==> config.mk <==
export PLATFORM = sky130hd
export DESIGN_NAME = imem_loader
export DESIGN_NICKNAME = d
export VERILOG_FILES = /design/src/rtl/imem_pkg.sv /design/src/rtl/imem_loader_word_assembler.sv /design/src/rtl/imem_loader.sv
export SDC_FILE = /design/constraint.sdc
export NUM_CORES = 1
export LEC_CHECK = 0
export BUFFER_PORTS_ARGS = -buffer_cell sky130_fd_sc_hd__buf_2
export CAP_MARGIN = 30
export CORE_MARGIN = 2
export CORE_UTILIZATION = 35
export CTS_CLUSTER_SIZE = 28
export DETAILED_ROUTE_END_ITERATION = 10
export RECOVER_POWER = 100
export REMOVE_ABC_BUFFERS = 1
export SETUP_SLACK_MARGIN = 0.5
export SLEW_MARGIN = 5
export SYNTH_ARGS = -nofsm -noshare
export SYNTH_HDL_FRONTEND = slang
export SYNTH_HIERARCHICAL = 1
export SYNTH_SLANG_ARGS = --single-unit
==> constraint.sdc <==
create_clock -name clk -period 5.3 [get_ports clk]
set_clock_uncertainty 0.1 [all_clocks]
set_input_delay 1.325 -clock clk [delete_from_list [all_inputs] [get_ports clk]]
set_output_delay 1.325 -clock clk [all_outputs]
set_load 0.1 [all_outputs]
==> src/rtl/imem_pkg.sv <==
// rtl/imem_pkg.sv - shared types and sizes for the instruction memory loader and fetch side
package imem_pkg;

  localparam int INSTR_W     = 32;
  localparam int IMEM_DEPTH  = 64;
  localparam int IMEM_ADDR_W = 6;

  typedef enum logic [1:0] {
    WAIT_HDR,
    DATA,
    DONE,
    ERR
  } loader_state_t;

endpackage

==> src/rtl/imem_loader_word_assembler.sv <==
// rtl/imem_loader_word_assembler.sv - little-endian byte-to-word assembly for the imem loader
module word_assembler
  import imem_pkg::*;
(
  input  logic               clk,
  input  logic               reset,
  input  logic               clear_i,
  input  logic               byte_valid_i,
  input  logic [7:0]         byte_i,
  output logic [INSTR_W-1:0] word_o,
  output logic               word_ready_o
);

  logic [INSTR_W-1:0] shreg_q, shreg_d;
  logic [1:0]         byte_idx_q, byte_idx_d;

  // word_o already contains the byte being accepted, so the completed word is
  // available on the same edge that takes in its last byte.
  always_comb begin
    shreg_d    = shreg_q;
    byte_idx_d = byte_idx_q;
    if (clear_i) begin
      shreg_d    = '0;
      byte_idx_d = 2'd0;
    end else if (byte_valid_i) begin
      shreg_d[8*byte_idx_q +: 8] = byte_i;
      byte_idx_d                 = byte_idx_q + 2'd1;
    end
  end

  assign word_o       = shreg_d;
  assign word_ready_o = byte_valid_i && !clear_i && (byte_idx_q == 2'd3);

  always_ff @(posedge clk or negedge reset) begin
    if (!reset) begin
      shreg_q    <= '0;
      byte_idx_q <= 2'd0;
    end else begin
      shreg_q    <= shreg_d;
      byte_idx_q <= byte_idx_d;
    end
  end

endmodule

==> src/rtl/imem_loader.sv <==
// rtl/imem_loader.sv - loads a length-prefixed byte stream into the instruction RAM and gates CPU reset
module imem_loader
  import imem_pkg::*;
(
  input  logic                   clk,
  input  logic                   reset,
  input  logic [7:0]             in_data,
  input  logic                   in_valid,
  output logic                   in_ready,
  input  logic                   restart,
  output logic                   wr_en,
  output logic [IMEM_ADDR_W-1:0] wr_addr,
  output logic [INSTR_W-1:0]     wr_data,
  output logic [IMEM_ADDR_W:0]   word_count,
  output logic                   done,
  output logic                   err,
  output logic                   cpu_hold
);

  localparam logic [7:0]           DEPTH_B = 8'(IMEM_DEPTH);
  localparam logic [IMEM_ADDR_W:0] ONE_W   = 1;

  loader_state_t            state_q, state_d;
  logic [IMEM_ADDR_W:0]     target_q, target_d;
  logic [IMEM_ADDR_W:0]     count_q, count_d;
  logic                     wr_en_q, wr_en_d;
  logic [IMEM_ADDR_W-1:0]   wr_addr_q, wr_addr_d;
  logic [INSTR_W-1:0]       wr_data_q, wr_data_d;

  logic                     accept;
  logic                     asm_clear;
  logic                     asm_valid;
  logic [INSTR_W-1:0]       asm_word;
  logic                     asm_ready;

  assign in_ready  = ((state_q == WAIT_HDR) || (state_q == DATA)) && !restart;
  assign accept    = in_valid && in_ready;
  assign asm_valid = accept && (state_q == DATA);

  word_assembler u_asm (
    .clk          (clk),
    .reset        (reset),
    .clear_i      (asm_clear),
    .byte_valid_i (asm_valid),
    .byte_i       (in_data),
    .word_o       (asm_word),
    .word_ready_o (asm_ready)
  );

  // The word count doubles as the next write address; it is bumped on the edge
  // that launches the write so DONE and the final count arrive together.
  always_comb begin
    state_d   = state_q;
    target_d  = target_q;
    count_d   = count_q;
    wr_en_d   = 1'b0;
    wr_addr_d = wr_addr_q;
    wr_data_d = wr_data_q;
    asm_clear = 1'b0;
    if (restart) begin
      state_d   = WAIT_HDR;
      count_d   = '0;
      asm_clear = 1'b1;
    end else begin
      case (state_q)
        WAIT_HDR: begin
          if (accept) begin
            if ((in_data == 8'd0) || (in_data > DEPTH_B)) begin
              state_d = ERR;
            end else begin
              target_d  = in_data[IMEM_ADDR_W:0];
              count_d   = '0;
              asm_clear = 1'b1;
              state_d   = DATA;
            end
          end
        end
        DATA: begin
          if (asm_ready) begin
            wr_en_d   = 1'b1;
            wr_addr_d = count_q[IMEM_ADDR_W-1:0];
            wr_data_d = asm_word;
            count_d   = count_q + ONE_W;
            if ((count_q + ONE_W) == target_q) state_d = DONE;
          end
        end
        default: ;
      endcase
    end
  end

  always_ff @(posedge clk or negedge reset) begin
    if (!reset) begin
      state_q   <= WAIT_HDR;
      target_q  <= '0;
      count_q   <= '0;
      wr_en_q   <= 1'b0;
      wr_addr_q <= '0;
      wr_data_q <= '0;
    end else begin
      state_q   <= state_d;
      target_q  <= target_d;
      count_q   <= count_d;
      wr_en_q   <= wr_en_d;
      wr_addr_q <= wr_addr_d;
      wr_data_q <= wr_data_d;
    end
  end

  assign wr_en      = wr_en_q;
  assign wr_addr    = wr_addr_q;
  assign wr_data    = wr_data_q;
  assign word_count = count_q;
  assign done       = (state_q == DONE);
  assign err        = (state_q == ERR);
  assign cpu_hold   = (state_q != DONE);

endmodule
Yosys cells after proc, flatten, opt, wreduce, memory -nomap -nowiden
Cells that the tools add are included.

Register bits after elaboration: 89. Output and inout bits: 50. Memories: 0. Word-level logic and storage cells: 66. Bits in read-only memories: 0. Bits in writable memories: 0. Input bits: 12. Bits in latches: 0.

Shift operators: 2. Bitwise operators: 2. $mul: 0. $add $sub $neg: 3. Mux-type cells: 23. Divide/modulo/power cells: 0. Equal/unequal tests: 10. $lt $le $gt $ge: 1. Reductions and logical operators: 17.

Operators by type and width (number): $mux 32 (2); $neg 5->34 (1); $shift 8x34->32 const A (1); $shiftx 8x34->32 (1); $bwmux 32 (1); $mux 7 (4); $mux 2 (7); $pmux 7 s2 (1); $reduce_and 4->1 (3); $ne 3x3->1 const B (3); $gt 8x7->1 const B (1); $logic_not 8->1 (1); $add 7x1->7 const B (1); $eq 7x7->1 (1); $mux 1 (7); $eq 2x2->1 const B (3); $logic_and 1x1->1 (5); $pmux 2 s2 (1); $ne 3x2->1 const B (1); $reduce_and 3->1 (1); $reduce_bool 3->1 (1); $add 2x1->2 const B (1); $eq 2x1->1 const B (1); $logic_not 1->1 (2); other kinds (5) (7).

Logic depth before layout (Yosys ltp)
Gate-level depths: netlist of run 1.

Word-level depth: 13. Gate-level depth with buffers: 12. Mapped depth without buffers: 10.

Modules after synthesis
The synthesis of run 1 kept the hierarchy.

By module, submodules not included: imem_loader (cells an instance 252, sequential area each 1376.3 um^2, times used 1, area an instance 2394.8 um^2); word_assembler (cells an instance 113, sequential area each 850.8 um^2, times used 1, area an instance 1420.1 um^2).

Worst setup path before layout of run 1
No wires, ideal clock.

Path type: input-to-reg. Start: in restart. End: reg wr_addr_q[0], in the netlist wr_addr[0]. Data arrival time: 5098 ps. Buffers on the path: 3. Stages: 11. Required time: 5132 ps. Setup time: 68 ps. Path slack: 34 ps. Path through: nor2_1 -> nand2_1 -> nor4_4 -> or2_1 -> clkbuf_1 -> nor2_1 -> nand3_1 -> clkbuf_1 -> clkbuf_1 -> nand2_1 -> nand2_1.

Longest elaborated chain between the ends: 10. Elaborated cells on any way between the ends: 12. Classes of those cells: 3 x mux; 1 x bitwise; 8 x reduce/logical.

Ends and longest elaborated chain: start, declared (RTL line imem_loader.sv:10) `input logic restart,`; $logic_not 1->1 (RTL line imem_loader.sv:36) `assign in_ready = ((state_q == WAIT_HDR) || (state_q == DATA)) && !restart;`; $logic_and 1x1->1 (RTL line imem_loader.sv:36); $logic_and 1x1->1 (RTL line imem_loader.sv:37) `assign accept = in_valid && in_ready;`; $mux 1 (RTL line imem_loader.sv:67) `if (accept) begin`; $mux 1 (RTL line imem_loader.sv:65) `case (state_q)`; $mux 1 (*) (RTL line imem_loader.sv:60) `if (restart) begin`; named net asm_clear (RTL line imem_loader.sv:31) `logic asm_clear;`; $logic_not 1->1 (*) (RTL line imem_loader_word_assembler.sv:32) `assign word_ready_o = byte_valid_i && !clear_i && (byte_idx_q == 2'd3);`; $logic_and 1x1->1 (*) (2 in series) (RTL line imem_loader_word_assembler.sv:32); named net asm_ready (RTL line imem_loader.sv:34) `logic asm_ready;`; $reduce_and 3->1 (no source line) (*); end signal, assigned (RTL line imem_loader.sv:105) `wr_addr_q <= wr_addr_d;`; end, declared (RTL line imem_loader.sv:27) `logic [IMEM_ADDR_W-1:0] wr_addr_q, wr_addr_d;`.

The timed path passes the listed nets; every way through them passes the cells marked *. A chain may end at the register's enable or synchronous reset.

Worst setup path after layout of run 1
Start: in in_data[1]. End: reg count_q[3], in the netlist word_count[3].

Longest elaborated chain between the ends: 11. Elaborated cells on any way between the ends: 13. Classes of those cells: 1 x order compare; 2 x eq/ne; 4 x mux; 6 x reduce/logical.

Ends and longest elaborated chain: start, declared (RTL line imem_loader.sv:7) `input logic [7:0] in_data,`; $gt 8x7->1 or $logic_not 8->1 (tied branches) (RTL line imem_loader.sv:68) `if ((in_data == 8'd0) || (in_data > DEPTH_B)) begin`; $logic_or 1x1->1 (*) (RTL line imem_loader.sv:68); $mux 1 (*) (RTL line imem_loader.sv:68); $mux 1 (*) (RTL line imem_loader.sv:67); $mux 1 (*) (RTL line imem_loader.sv:65); $mux 1 (*) (RTL line imem_loader.sv:60); named net asm_clear (RTL line imem_loader.sv:31); $logic_not 1->1 (*) (RTL line imem_loader_word_assembler.sv:32); $logic_and 1x1->1 (*) (2 in series) (RTL line imem_loader_word_assembler.sv:32); named net asm_ready (RTL line imem_loader.sv:34); $ne 3x3->1 (no source line) (*); $reduce_and 4->1 (no source line) (*); end signal, assigned (RTL line imem_loader.sv:103) `count_q <= count_d;`; end, declared (RTL line imem_loader.sv:25) `logic [IMEM_ADDR_W:0] count_q, count_d;`.

Marks and branches as above.

==> flow_summary.ini, run 1 <==
[clock_tree]
cts.sinks = 89
clk_latency_ns = 0.36
post_cts_buffers = 0
cts_buffer_depth = 2
cts_resized = 0
hold_buffers = 0
cts_made_buffers = 9
path_clk_slew_ns = 0.09
cts_tree = built
h-tree-depth = 3
root_buffer = clkbuf_8

[global_route]
grt_pass1_vias = 2814
antenna_found_initial = 0
grt_max_degree = 48
track_usage_pct = 15.96
grt_pass1_wl_mm = 14.59
grt_overflow = 0

[setup_path]
cp_slowest_stage_delay_ns = 0.99
cp-startpoint = in_data[1]
cp.required_ns = 5.45
start_kind = primary input
crit_type = in -> reg
cp_num_buf_inv = 2
cp_max_fo = 43
cp.arrival_ns = 4.61
critical-path-top-delay-family = simple AND/OR/NAND/NOR gates
cp_slowest_cell = nor4_1
cp-end-kind = flop
r2r-start = state_q[1]$_DFFE_PN0P_
worstPathCellList = clkbuf_1 > or4_1 > o31a_2 > nor4_1 > or2_1 > nor2_1 > nand3_2 > buf_4 > nor3_1 > a211o_1

[synth]
ys_seq_elements = 89
synth_warnings = 6
avgSynthCellArea_sq_um = 10.45
synthArstFlopShare_pct = 100.0
syn_inst = 365
synth_edf_count = 0
yosysSeqAreaShare_pct = 58.38
syn_area_sq_um = 3815
ys.flop_type = dfrtp_1
yosysUniqueCellTypes = 44

[placed_design]
dp_slack_ns = 0.9717
globalplace.congestion = 0.8108
place_area_sq_um = 4268
portBuffers = 61
hpwl_mm = 5.769

[timing]
maxSlewViolCount = 48
fin_crit_sh_pct = 84.09
rsz0062_at_grt = no
slew_headroom_pct = -66.43
finalCriticalPeriod_ns = 4.457
finalHoldViolCount = 0
layout_setup_ws_ns = 0.8430
setup_viol = 0
tns_ns = 0
worst_pin_slew_ns = 2.496
max_clock_freq_mhz = 224.4

[detailed_routing]
dr.pass1.iters = 4
drt-initial-drc-count = 145
wirelength_mm = 8.643
wire_per_inst_um = 15.19
ant_nets = 0
vias = 2853
drc = 0
avgViaCountPerCell = 5.014

[final_layout]
most-common-layout-cells = nand2_1 (119), dfrtp_1 (89), clkbuf_1 (54)
layout-drive-gt1-share_pct = 9.557
stdcell_area_sq_um = 4368
num_antenna_cells = 0
area.sequential_sq_um = 2227
postLayoutCoreUtil_pct = 40.65
syn_to_final_growth_pct = 14.50
final_common_cell = nand2_1
multiInputGateArea_sq_um = 1483
nFillCells = 1111
fin_nets = 443

[floorplanning]
start_util_pct = 35.50
dieHeight_um = 108.4
die_x_um = 108.4
dieArea_sq_um = 11750
ioPinCount = 62
placementRows = 38
core_sq_um = 10750

[job]
maxCapViolCount = 1

[power_and_ir_drop]
irDropWorstVdd_mv = 0.1879
power.total_mw = 1.320
p_leak_nw = 2.150
p_switching_mw = 0.3331
pwr-share-seq_pct = 54.5
power_density_nw_per_um2 = 302.3
switching_share_pct = 25.23
p_int_mw = 0.9872
pwr-share-comb_pct = 9.8
clock_power_share_pct = 35.7

[worst_hold_path]
hp-class = reg -> reg
min_from = wr_data[3]$_DFFE_PN0P_

[status]
violations = capacitance limit, slew limit
status = finished, violations left
==> worst paths after layout <==
| path | to | slack [ns] | cells after the start |
|---|---|---|---|
| min | wr_data[3]$_DFFE_PN0P_ | 0.38 | 2 |
| min in group asynchronous | wr_en$_DFF_PN0_ | 1.63 | 1 |
| max in group asynchronous | u_asm/shreg_q[27]$_DFF_PN0_ | 1.38 | 2 |
| max | word_count[3]$_DFFE_PN0P_ | 0.84 | 10 |
| max reg2reg | word_count[3]$_DFFE_PN0P_ | 1.94 | 9 |
| min reg2reg | wr_data[3]$_DFFE_PN0P_ | 0.38 | 2 |
==> state kept, by name, summed over array words and instances, names as in the netlist <==
register	count
state_q	2
wr_en	1
wr_addr	6
u_asm/shreg_q	32
u_asm/byte_idx_q	2
word_count	7
target_q	7
wr_data	32
==> kinds of logic (layout without fill, tap and decap cells) <==
group	Yosys count	count (layout)	share of synthesized area [%]
AND/OR/NAND/NOR	176	176	20.86
flip-flops	89	89	58.38
AO/OA/AOI/OAI	54	54	11.68
buffers and inverters	21	85	2.197
XOR/XNOR	10	10	2.296
multiplexers	9	9	2.624
adder cells (fa/ha/maj)	6	6	1.968
==> metrics by stage <==
stage	hold WS, ns	instances
after floorplan	0.3654	349
final	0.3786	569
after global placement	0.3532	554
after detailed placement	0.3568	554
after global routing	0.4014	569
after CTS	0.3777	569
==> power groups by stage <==
| stage | sequential [mW] | combinational, mW | clock, mW |
|---|---|---|---|
| CTS | 0.719 | 0.136 | 0.482 |
| global route | 0.724 | 0.143 | 0.516 |
| floorplan | 0.727 | 0.0926 | 0 |
| finish | 0.719 | 0.130 | 0.471 |
| detailed placement | 0.733 | 0.135 | 0 |
| global placement | 0.733 | 0.134 | 0 |
==> layer usage <==
layer | global-route usage, % | vias up | part of all wire (%)
met5 | 0 | - | 0
met4 | 6.044 | 0 | 1.6
li1 | - | 1367 | -
met2 | 23.84 | 56 | 44
met3 | 3.195 | 10 | 4.8
met1 | 22.85 | 1420 | 49
==> synth_stat cells, types with 2 or more instances <==
cell type  count  share of area [%]
mux2_2         8                2.4
o21ai_0        2               0.26
xnor2_1        7                1.6
and3_1         6               0.98
nor4_4         2                1.1
clkbuf_1      10               0.98
inv_1          4               0.39
xor2_1         3               0.69
a211o_1        2               0.46
ha_1           6                2.0
a22o_1        17                3.9
a21oi_1       10                1.3
a22oi_1        2               0.39
buf_1          4               0.39
nand2_1      119                 12
nand3_1        4               0.52
a32oi_1       14                3.2
dfrtp_1       89                 58
nand2b_1       5               0.82
nor3_1         3               0.39
and3b_1        2               0.46
nor2_1        24                2.4
==> cell type report <==
class                   instances  share of cell area (%)
multi-input cells             255                   33.94
repair buffers                 65                   6.130
well taps                     140                   4.010
clock buffers                  13                   3.638
flip-flops and latches         89                   50.99
inverters                       5                  0.4297
clock inverters                 2                  0.8594
==> worst reg2reg max path: cells and delay by family (launching register included) <==
family,cells,cell delay (ns)
and+or+nand+nor,7,2.05
DFF,1,0.43
buffers and inverters,1,0.41
AOI/OAI and AO/OA,1,0.27
Note: power is estimated with default switching activity, not from simulation.
==> run 2: changes to the inputs <==
==> constraint.sdc (replaced) <==
create_clock -name clk -period 4 [get_ports clk]
set_clock_uncertainty 0.1 [all_clocks]
set_input_delay 1 -clock clk [delete_from_list [all_inputs] [get_ports clk]]
set_output_delay 1 -clock clk [all_outputs]
set_load 0.1 [all_outputs]
==> run 2 against run 1 <==
Total power up 38%. Setup slack got worse by 0.27 ns. The flow still finishes with violations (capacitance limit, slew limit). Design area grew 2.1%. Clock-buffer cell count down 4. Critical path depth is 1 higher. Via count increased by 1.2%.
==> flow_summary.ini, run 2 (synthesis gave the netlist of run 1 again) <==
[status]
status = finished, violations left
violations = capacitance limit, slew limit

[power_and_ir_drop]
clock_power_share_pct = 38.2
p_int_mw = 1.348
power_density_nw_per_um2 = 409.8
p_leak_nw = 2.196
p_switching_mw = 0.4785
switching_share_pct = 26.19
power.total_mw = 1.827
pwr-share-seq_pct = 52.2
irDropWorstVdd_mv = 0.1468
pwr-share-comb_pct = 9.7

[setup_path]
cp_num_buf_inv = 3
rr_worst_depth = 10
path_depth = 11
crit_type = in -> reg
cp.required_ns = 4.16
cp.arrival_ns = 3.58
cp_slowest_stage_delay_ns = 0.59
start_kind = primary input
cp_max_fo = 23
endpoint = wr_data[21]$_DFFE_PN0P_
critical-path-top-delay-family = simple AND/OR/NAND/NOR gates
cp-end-kind = flop
r2r_end = state_q[0]$_DFFE_PN0P_
worstPathCellList = clkbuf_1 > or4_1 > o31a_2 > nor4_1 > or2_0 > buf_4 > a21oi_1 > clkbuf_1 > a22o_1 > nand2_1 > nand2_1
r2r-start = state_q[1]$_DFFE_PN0P_
r2r_slack_ns = 1.44
cp-startpoint = in_data[1]
cp_slowest_cell = or4_1

[clock_tree]
h-tree-depth = 3
cts_tree = built
hold_buffers = 0
cts.sinks = 89
root_buffer = clkbuf_8
cts_buffer_depth = 2
post_cts_buffers = 0
path_clk_slew_ns = 0.08
cts_made_buffers = 9
cts_resized = 0
clk_latency_ns = 0.36

[final_layout]
layout-drive-gt1-share_pct = 10.93
syn_to_final_growth_pct = 16.86
multiInputGateArea_sq_um = 1478
stdcell_area_sq_um = 4458
final_common_cell = nand2_1
nFillCells = 1128
area.sequential_sq_um = 2227
fin_nets = 452
fin_cells = 579
most-common-layout-cells = nand2_1 (119), dfrtp_1 (89), clkbuf_1 (56)
num_antenna_cells = 0

[timing]
max_clock_freq_mhz = 292.1
maxSlewViolCount = 70
setup_viol = 0
finalHoldViolCount = 0
slew_headroom_pct = -11.42
finalCriticalPeriod_ns = 3.423
tns_ns = 0
fin_crit_sh_pct = 85.59
worst_pin_slew_ns = 1.671
hold-worst-slack_ns = 0.3749
rsz0062_at_grt = no

[global_route]
track_usage_pct = 16.31
grt_max_degree = 70
grt_pass1_vias = 2924
antenna_found_initial = 0
grt_overflow = 0
grt_pass1_wl_mm = 14.84

[placed_design]
portBuffers = 61
place_area_sq_um = 4348
hpwl_mm = 6.043
globalplace.congestion = 0.8122
dpl.cell_count = 563

[floorplanning]
dieArea_sq_um = 11750
die_x_um = 108.4
placementRows = 38
dieHeight_um = 108.4
start_util_pct = 35.50
core_sq_um = 10750
ioPinCount = 62

[detailed_routing]
vias = 2886
wirelength_mm = 8.926
drt-initial-drc-count = 127
drc = 0
dr.pass1.iters = 4
avgViaCountPerCell = 4.984
wire_per_inst_um = 15.42
ant_nets = 0

[job]
maxCapViolCount = 1

[worst_hold_path]
hp-class = reg -> reg
run 2: cell count changes in the layout (fill, tap and decap cells not counted), sizes merged:
| cell | before | now |
|---|---|---|
| bufinv | 1 | 2 |
| buf | 12 | 17 |
| clkinv | 0 | 3 |
| inv | 5 | 6 |
run 2: worst min-delay path by stage:
stage | cells after the start | from | slack (ns) | endpoint
floorplan | 1 | u_asm/shreg_q[0]$_DFF_PN0_ | 0.37 | u_asm/shreg_q[0]$_DFF_PN0_
global placement | 2 | wr_data[22]$_DFFE_PN0P_ | 0.35 | wr_data[22]$_DFFE_PN0P_
detailed placement | 2 | wr_data[22]$_DFFE_PN0P_ | 0.36 | wr_data[22]$_DFFE_PN0P_
CTS | 2 | wr_data[22]$_DFFE_PN0P_ | 0.38 | wr_data[22]$_DFFE_PN0P_
global route | 2 | wr_data[22]$_DFFE_PN0P_ | 0.40 | wr_data[22]$_DFFE_PN0P_
finish | 2 | wr_data[22]$_DFFE_PN0P_ | 0.37 | wr_data[22]$_DFFE_PN0P_
run 2: final cells by class:
type | count | area share, %
sequential | 89 | 49.96
inverter | 5 | 0.4210
tap | 140 | 3.929
clock inverter | 7 | 2.301
clock buffer | 9 | 2.779
multi-input combinational | 255 | 33.15
timing repair buffer | 74 | 7.466
run 2: worst register-to-register path: stages (launching register included):
cell and delay [ns]:
dfrtp_1 0.44, nor2_1 0.12, buf_4 0.14, and3_1 0.36
nand2_1 0.16, nor2_1 0.14, mux2i_1 0.10, o21a_1 0.23
nor4_1 0.22, nand4_1 0.16, a32o_1 0.28
run 2: through the flow:
step	setup WS [ns]	util, %
global route	0.3471	41.49
global placement	0.3205	40.46
finish	0.5765	41.49
CTS	0.6095	42.57
floorplan	-1.939	-
detailed placement	0.2313	40.46
run 2: metal layers:
metal | vias up | routed length, um | global-route usage (%)
li1 | 1380 | - | -
met3 | 8 | 472 | 4.340
met4 | 0 | 87 | 3.571
met1 | 1422 | 4269 | 22.53
met5 | - | 0 | 0
met2 | 76 | 4096 | 25.80
run 2: power by group through the flow:
stage	logic (mW)	registers [mW]	clock network [mW]
after global routing	0.194	0.959	0.756
after detailed placement	0.185	0.972	0
final	0.177	0.953	0.697
after floorplan	0.123	0.964	0
after CTS	0.185	0.954	0.717
after global placement	0.183	0.969	0
==> run 3: changes to the inputs <==
--- a/config.mk
+++ b/config.mk
@@ -8,9 +8,10 @@
 export BUFFER_PORTS_ARGS = -buffer_cell sky130_fd_sc_hd__buf_2
 export CAP_MARGIN = 30
 export CORE_MARGIN = 2
-export CORE_UTILIZATION = 35
+export CORE_UTILIZATION = 50
 export CTS_CLUSTER_SIZE = 28
 export DETAILED_ROUTE_END_ITERATION = 10
+export PLACE_DENSITY = 0.75
 export RECOVER_POWER = 100
 export REMOVE_ABC_BUFFERS = 1
 export SETUP_SLACK_MARGIN = 0.5
==> run 3 against run 2 <==
The run still ends with capacitance limit, slew limit left. Setup slack worse by 0.10 ns. Critical path depth rose by 1. Utilization increased by 18 points. First-iteration DRC count is 15% higher. Cell count is 7.6% lower. Critical path type unchanged. Largest power group unchanged.
==> flow_summary.ini, run 3 (synthesis gave the netlist of run 1 again) <==
[global_route]
grt_pass1_vias = 2669
use_met3_pct = 3.237
met2_usage_pct = 30.25
met1_usage_pct = 30.36
grt.busiest_layer = met1
antenna_found_initial = 0
grt_overflow = 0
grt_max_degree = 70
track_usage_pct = 20.63
grt_pass1_wl_mm = 13.57

[setup_path]
cp-startpoint = in_data[1]
cp_max_fo = 6
cp-end-kind = flop
start_kind = primary input
cp.arrival_ns = 3.66
crit_type = in -> reg
r2r-start = state_q[1]$_DFFE_PN0P_
cp.required_ns = 4.13

[timing]
setup_viol = 0
layout_setup_ws_ns = 0.4749
fin_crit_sh_pct = 88.13
max_clock_freq_mhz = 283.7
hold-worst-slack_ns = 0.3764
rsz0062_at_grt = no
finalCriticalPeriod_ns = 3.525
slew_headroom_pct = -10.25
maxSlewViolCount = 70
finalHoldViolCount = 0
worst_pin_slew_ns = 1.654

[floorplanning]
placementRows = 31
dieArea_sq_um = 8345
start_util_pct = 52.04
ioPinCount = 62
dieHeight_um = 91.35
die_x_um = 91.35
core_sq_um = 7331

[final_layout]
num_antenna_cells = 0
stdcell_area_sq_um = 4348
most-common-layout-cells = nand2_1 (119), dfrtp_1 (89), clkbuf_1 (57)
nFillCells = 651
syn_to_final_growth_pct = 13.97
final_common_cell = nand2_1
fin_nets = 449
layout-drive-gt1-share_pct = 9.862

[placed_design]
dp_slack_ns = 0.3217
globalplace.congestion = 0.8204
place_area_sq_um = 4289
hpwl_mm = 5.457
portBuffers = 61

[clock_tree]
hold_buffers = 0
cts.sinks = 89
cts_buffer_depth = 2
cts_tree = built
clk_latency_ns = 0.35
cts_resized = 0
h-tree-depth = 3
post_cts_buffers = 0
path_clk_slew_ns = 0.08
root_buffer = clkbuf_8
cts_made_buffers = 9

[detailed_routing]
dr.pass1.iters = 4
vias = 2889
ant_nets = 0
wire_per_inst_um = 15.39
drt-initial-drc-count = 146
wirelength_mm = 8.231
drc = 0
avgViaCountPerCell = 5.400

[worst_hold_path]
min_from = wr_data[22]$_DFFE_PN0P_
hp-class = reg -> reg

[job]
maxCapViolCount = 1

[status]
violations = capacitance limit, slew limit
status = finished, violations left

[power_and_ir_drop]
irDropWorstVdd_mv = 0.2117
p_leak_nw = 2.177
power_density_nw_per_um2 = 397.7
## run 3: final timing paths
check                                           to  slack [ns]  cells after the start
setup / recovery            state_q[0]$_DFFE_PN0P_        0.47                     12
hold / removal             wr_data[22]$_DFFE_PN0P_        0.38                      2
setup reg to reg            state_q[0]$_DFFE_PN0P_        1.20                      9
hold reg to reg            wr_data[22]$_DFFE_PN0P_        0.38                      2
max in group asynchronous   wr_data[5]$_DFFE_PN0P_        0.89                      2
min in group asynchronous          wr_en$_DFF_PN0_        0.71                      1
## run 3: critical path, stage by stage
cell      delay [ns]
clkbuf_1        0.18
or4_1           0.58
nor4_1          0.19
clkbuf_1        0.20
nor4_1          0.08
or2_0           0.22
nor2_1          0.16
mux2i_1         0.09
o21a_1          0.22
nor4_1          0.29
nand4_1         0.16
a32o_1          0.29
## run 3: area by class of cell
cell class | count | area (sq um) | share of cell area [%]
sequential | 89 | 2227 | 51.22
multi-input combinational | 255 | 1471 | 33.84
timing repair buffer | 71 | 317.8 | 7.309
clock buffer | 13 | 148.9 | 3.424
tap | 99 | 123.9 | 2.849
clock inverter | 3 | 40.04 | 0.9209
inverter | 5 | 18.77 | 0.4317
## run 3: per-stage QoR
stage / util, % / power [mW] / instances / TNS (ns)
after floorplan: - / 1.086 / 349 / -83.88
after global placement: 58.13 / 1.145 / 518 / 0
after detailed placement: 58.51 / 1.155 / 519 / 0
after CTS: 61.09 / 1.754 / 535 / 0
after global routing: 59.31 / 1.798 / 535 / 0
final: 59.31 / 1.729 / 535 / 0
## run 3: report_power, final
group	internal (mW)	leakage [nW]	total [mW]	switching, mW
combinational	0.0636	0.851	0.175	0.112
sequential	0.928	1.23	0.952	0.0240
clock	0.305	0.0974	0.602	0.297
total	1.30	2.18	1.73	0.433
## run 3: routing by layer
layer	share of wire [%]	vias up
met5	0	-
met2	47	80
met3	5.6	8
met4	1.1	0
li1	-	1375
met1	46	1426
